--- src/rtl/fifo_rd_pack_pkg.sv ---
`default_nettype none
// ============================================================================
// Module : fifo_rd_pack_pkg
// Brief  : Shared types and helpers for the FIFO read-side byte packer.
// Rev    : 1.0 - initial release
// ============================================================================
package fifo_rd_pack_pkg;

    typedef enum logic [0:0] {
        FILL  = 1'b0,
        FLUSH = 1'b1
    } state_t;

    localparam int c_MAX_PACK = 8;

    function automatic int cnt_width(input int pack);
        return $clog2(pack + 1);
    endfunction

    // Lane-valid mask for a word holding cnt lanes: (1 << cnt) - 1.
    function automatic logic [c_MAX_PACK-1:0] partial_keep(input int cnt);
        logic [c_MAX_PACK-1:0] mask;
        mask = '0;
        for (int i = 0; i < c_MAX_PACK; i++) begin
            if (i < cnt) begin
                mask[i] = 1'b1;
            end
        end
        return mask;
    endfunction

endpackage
`default_nettype wire

--- src/rtl/fifo_rd_pack_out_reg.sv ---
`default_nettype none
// ============================================================================
// Module : fifo_pack_out_reg
// Brief  : Single-entry valid/ready holding register for packed beats.
// Rev    : 1.0 - initial release
// ============================================================================
module fifo_pack_out_reg #(
    parameter int DATA_W = 16,
    parameter int KEEP_W = 2
) (
    input  logic              rclk,
    input  logic              rrst_n,
    input  logic              load_i,
    input  logic [DATA_W-1:0] data_i,
    input  logic [KEEP_W-1:0] keep_i,
    input  logic              last_i,
    input  logic              ready_i,
    output logic [DATA_W-1:0] data_o,
    output logic [KEEP_W-1:0] keep_o,
    output logic              last_o,
    output logic              valid_o,
    output logic              free_o
);

    logic              valid_q;
    logic              valid_d;
    logic [DATA_W-1:0] data_q;
    logic [KEEP_W-1:0] keep_q;
    logic              last_q;

    // The slot can take a new beat this cycle if it is empty or being drained.
    assign free_o = ~valid_q | ready_i;

    always_comb begin
        valid_d = load_i | (valid_q & ~ready_i);
    end

    always_ff @(posedge rclk or negedge rrst_n) begin
        if (!rrst_n) begin
            valid_q <= 1'b0;
            data_q  <= '0;
            keep_q  <= '0;
            last_q  <= 1'b0;
        end else begin
            valid_q <= valid_d;
            if (load_i) begin
                data_q <= data_i;
                keep_q <= keep_i;
                last_q <= last_i;
            end
        end
    end

    assign data_o  = data_q;
    assign keep_o  = keep_q;
    assign last_o  = last_q;
    assign valid_o = valid_q;

endmodule
`default_nettype wire

--- src/rtl/fifo_rd_pack.sv ---
`default_nettype none
// ============================================================================
// Module : fifo_rd_pack
// Brief  : Pops bytes from a show-ahead FIFO and packs PACK of them per beat;
//          flush closes a partial word. FIFO_RD_PACK_STATS_EN adds counters.
// Rev    : 1.0 - initial release
// ============================================================================
module fifo_rd_pack
    import fifo_rd_pack_pkg::*;
#(
    parameter int DSIZE = 8,
    parameter int PACK  = 2
) (
    input  logic                  rclk,
    input  logic                  rrst_n,
    input  logic [DSIZE-1:0]      rdata,
    input  logic                  rempty,
    output logic                  rinc,
    input  logic                  flush,
    output logic [DSIZE*PACK-1:0] m_data,
    output logic [PACK-1:0]       m_keep,
    output logic                  m_last,
    output logic                  m_valid,
    input  logic                  m_ready
`ifdef FIFO_RD_PACK_STATS_EN
    ,
    output logic [31:0]           byte_cnt,
    output logic [31:0]           beat_cnt
`endif
);

    localparam int                c_CNTW = cnt_width(PACK);
    localparam logic [c_CNTW-1:0] c_FULL = c_CNTW'(PACK);

    state_t                  state_q;
    state_t                  state_d;
    logic [DSIZE*PACK-1:0]   asm_data_q;
    logic [DSIZE*PACK-1:0]   asm_data_d;
    logic [c_CNTW-1:0]       asm_cnt_q;
    logic [c_CNTW-1:0]       asm_cnt_d;
    logic [c_CNTW-1:0]       pop_lane;

    logic                    out_free;
    logic                    cnt_full;
    logic                    cnt_nz;
    logic                    xfer;
    logic                    xfer_last;
    logic [PACK-1:0]         xfer_keep;
    logic [DSIZE*PACK-1:0]   xfer_data;

    assign cnt_full  = (asm_cnt_q == c_FULL);
    assign cnt_nz    = (asm_cnt_q != '0);
    assign xfer_last = (state_q == FLUSH);
    assign xfer_keep = PACK'(partial_keep(int'(asm_cnt_q)));

    // In FLUSH any non-empty word moves out; in FILL only a complete one.
    assign xfer = out_free & ((state_q == FILL) ? cnt_full : cnt_nz);

    assign rinc = rrst_n & ~rempty & (state_q == FILL) & (~cnt_full | xfer);

    // Lanes beyond the fill level may hold stale bytes; zero them on the way out.
    for (genvar i = 0; i < PACK; i++) begin : g_lane
        assign xfer_data[i*DSIZE +: DSIZE] =
            xfer_keep[i] ? asm_data_q[i*DSIZE +: DSIZE] : '0;
    end

    always_comb begin
        asm_data_d = asm_data_q;
        asm_cnt_d  = asm_cnt_q;
        pop_lane   = xfer ? '0 : asm_cnt_q;
        if (rinc) begin
            asm_data_d[pop_lane*DSIZE +: DSIZE] = rdata;
            asm_cnt_d = pop_lane + c_CNTW'(1);
        end else if (xfer) begin
            asm_cnt_d = '0;
        end
    end

    always_comb begin
        state_d = state_q;
        case (state_q)
            FILL: begin
                if (flush) begin
                    state_d = FLUSH;
                end
            end
            FLUSH: begin
                if (!cnt_nz || xfer) begin
                    state_d = FILL;
                end
            end
            default: state_d = FILL;
        endcase
    end

    always_ff @(posedge rclk or negedge rrst_n) begin
        if (!rrst_n) begin
            state_q    <= FILL;
            asm_data_q <= '0;
            asm_cnt_q  <= '0;
        end else begin
            state_q    <= state_d;
            asm_data_q <= asm_data_d;
            asm_cnt_q  <= asm_cnt_d;
        end
    end

    fifo_pack_out_reg #(
        .DATA_W (DSIZE*PACK),
        .KEEP_W (PACK)
    ) u_out_reg (
        .rclk    (rclk),
        .rrst_n  (rrst_n),
        .load_i  (xfer),
        .data_i  (xfer_data),
        .keep_i  (xfer_keep),
        .last_i  (xfer_last),
        .ready_i (m_ready),
        .data_o  (m_data),
        .keep_o  (m_keep),
        .last_o  (m_last),
        .valid_o (m_valid),
        .free_o  (out_free)
    );

`ifdef FIFO_RD_PACK_STATS_EN
    logic [31:0] byte_cnt_q;
    logic [31:0] beat_cnt_q;

    always_ff @(posedge rclk or negedge rrst_n) begin
        if (!rrst_n) begin
            byte_cnt_q <= '0;
            beat_cnt_q <= '0;
        end else begin
            if (rinc) begin
                byte_cnt_q <= byte_cnt_q + 32'd1;
            end
            if (m_valid && m_ready) begin
                beat_cnt_q <= beat_cnt_q + 32'd1;
            end
        end
    end

    assign byte_cnt = byte_cnt_q;
    assign beat_cnt = beat_cnt_q;
`endif

endmodule
`default_nettype wire

--- config.mk ---
export PLATFORM = sky130hd
export DESIGN_NAME = fifo_rd_pack
export DESIGN_NICKNAME = d
export VERILOG_FILES = /design/src/rtl/fifo_rd_pack_pkg.sv /design/src/rtl/fifo_rd_pack_out_reg.sv /design/src/rtl/fifo_rd_pack.sv
export SDC_FILE = /design/constraint.sdc
export NUM_CORES = 1
export LEC_CHECK = 0
export ABC_AREA = 1
export CAP_MARGIN = 10
export CORE_ASPECT_RATIO = 1.4
export CORE_MARGIN = 2
export CORE_UTILIZATION = 30
export DETAILED_ROUTE_END_ITERATION = 12
export SETUP_SLACK_MARGIN = 0.1
export SLEW_MARGIN = 15
export SYNTH_ARGS = -nofsm -noshare
export SYNTH_HDL_FRONTEND = slang
export SYNTH_SLANG_ARGS = --single-unit
--- constraint.sdc ---
create_clock -name rclk -period 2.7 [get_ports rclk]
set_input_delay 0.405 -clock rclk [delete_from_list [all_inputs] [get_ports rclk]]
set_output_delay 0.405 -clock rclk [all_outputs]
set_load 0.02 [all_outputs]
==> impl_metrics.toml <==
[clock_tree]
post_cts_resized = 0
h-tree-depth = 2
hold_buffers = 0
root_buffer = "clkbuf_8"
clk_path_buf_depth = 2
cts_setup_buffers = 0
clkLatencyLatePin_ns = 0.29
numCtsBuffers = 5
cts_tree = "built"
clock_sinks = 39
clk_pin_slew_ns = 0.08

[worst_setup_path]
worstPathArrival_ns = 2.02
worst_setup_path_end_kind = "output port"
crit_type = "in2out"
critPathRequiredTime_ns = 2.30
start_kind = "input port"
cp_max_fo = 3

[synthesis]
yosysWarnings = 0
netlist.area_leader.share_pct = 56.24
netlist_area_um2 = 1735
yosysMostFrequentCell = "nand2_1"
ys_ff_latch = 39
seq_area_frac_synth_pct = 56.24
synth_flop_cell = "dfrtp_1"
synthCells = 196
synth.area.top_cells = "dfrtp_1 (56%), nand2_1 (19%), o21ai_1 (3.2%)"
yosys.area.top_type = "dfrtp_1"
synth_area_per_cell_um2 = 8.854
synth_commonest_cells = "nand2_1 (90), dfrtp_1 (39), inv_1 (13)"
ys_types = 23
synth_edf_count = 0
synth_fp_nets = 211
async_reset_ff_share_pct = 100.0

[placement]
dp_hpwl_um = 2489
io_buffers = 33
gp_congestion = 0.7879

[pwr]
ir_worst_vdd_mv = 0.6107
power_density_nw_per_um2 = 976.5
total_leakage_power_nw = 1.111

[floorplan]
die_h_um = 93.99
ioPinCount = 34
start_util_pct = 31.18
die_area_um2 = 6418
rows = 32
die_w_um = 68.28
coreArea_um2 = 5565

[route]
firstDrtPassIters = 4
drt_wl_total_um = 3510
dr.first_iter.drc_count = 94
drc = 0
viasPerCell = 4.465
vias = 1344
ant_nets = 0
routedWlPerCell_um = 11.66

[final_layout]
multi_input_area_um2 = 649.4
finalNetCount = 247
nFillCells = 583
postLayoutCoreUtil_pct = 40.00
regArea_um2 = 975.9
drive_gt1_share_pct = 12.02
antennaDiodeCount = 0
syn2layout_area_growth_pct = 28.26

[grt]
grt_max_degree = 40
grt_pass1_vias = 1395
grt_first_pass_wirelength_um = 6223
overflow = 0
grt_util_all_layers_pct = 13.01
antenna_found_initial = 0

[run_status]
outcome = "completed"

[worst_hold_path]
hp-class = "in2async"

[timing]
worst-slew-pin-transition_ns = 0.4858
rsz0062_at_grt = "false"
hold_viol = 0
max_freq_mhz = 412.3
fin_crit_ns = 2.425
finClkSkew_ns = 0.005326
final.setup.tns_ns = 0
slew_headroom_pct = 67.62
finalSetupViolCount = 0
final-max-slew-violation-count = 0
post-route-period-util_pct = 89.82

[run]
maxCapViolCount = 0
[cells in the final DEF, fill, tap and decap left out, types with 3 or more instances in the layout]
master           count
clkdlybuf4s50_1     32
inv_1               13
o21ai_1             11
clkbuf_8             7
nor2_1               7
inv_2                4
nand2_1             90
nand4_1              8
dfrtp_1             39
buf_4                3
[state kept, by name (all words and copies together) (netlist names)]
name,count
asm_cnt_q,2
asm_data_q,16
state_q,1
u_out_reg.data_o,16
u_out_reg.keep_o,2
u_out_reg.last_o,1
u_out_reg.valid_o,1
[logic make-up after synthesis]
logic type / Yosys count / share of synthesized area, %
AND/OR/NAND/NOR: 117 / 30.50
AO/OA/AOI/OAI: 13 / 4.542
buffers and inverters: 24 / 6.344
flip-flops: 39 / 56.24
XOR/XNOR: 1 / 0.9375
adder cells (fa/ha/maj): 2 / 1.442
[metrics by stage]
stage | cell area (um^2) | power [mW] | hold slack (ns) | std cells | setup slack [ns]
5_1_grt | 2226 | 2.351 | 0.2704 | 301 | 0.1710
6_report | 2226 | 2.173 | 0.2364 | 301 | 0.2748
4_1_cts | 2226 | 2.208 | 0.2567 | 301 | 0.2657
3_3_place_gp | 2122 | 1.754 | 0.4487 | 293 | 0.2928
3_5_place_dp | 2122 | 1.768 | 0.4537 | 293 | 0.2739
2_1_floorplan | 1735 | 1.491 | 0.1094 | 196 | 0.8128
[cell type report]
class,count,share of cell area (%)
clock inverter,1,0.3373
inverter,17,2.867
multi-input combinational,133,29.17
sequential,39,43.84
timing repair buffer,36,15.63
clock buffer,7,4.328
tap,68,3.822
[critical path, cell delays in order]
cell             delay, ns
clkdlybuf4s50_1       0.47
inv_2                 0.04
nand2_2               0.07
inv_1                 0.07
nand2_1               0.12
nand2_1               0.13
inv_1                 0.12
clkdlybuf4s50_1       0.61
[routing by layer]
| metal | GRT usage (%) | vias to the layer above | wire [um] |
|---|---|---|---|
| met5 | 0 | - | 0 |
| met2 | 21.36 | 34 | 1688 |
| met1 | 15.53 | 627 | 1602 |
| met3 | 4.077 | 4 | 183 |
| li1 | - | 679 | - |
| met4 | 5.000 | 0 | 36 |
[where the power goes]
| group | internal, mW | switching (mW) | leakage, nW |
|---|---|---|---|
| clock | 0.232 | 0.201 | 0.0505 |
| combinational | 0.322 | 0.576 | 0.539 |
| sequential | 0.748 | 0.0943 | 0.521 |
| total | 1.30 | 0.871 | 1.11 |
[worst paths after layout]
kind / from / endpoint / slack (ns) / cells after the start
max: m_ready / rinc / 0.27 / 8
min: rrst_n / u_out_reg.data_o[12] / 0.24 / 2
max reg2reg: state_q / asm_data_q[5] / 0.80 / 10
min reg2reg: u_out_reg.keep_o[0] / u_out_reg.keep_o[0] / 0.46 / 1
max in group asynchronous: rrst_n / asm_cnt_q[0] / 2.13 / 2
min in group rclk: u_out_reg.keep_o[0] / u_out_reg.keep_o[0] / 0.46 / 1
No activity file was read; power rests on OpenSTA's default activity.
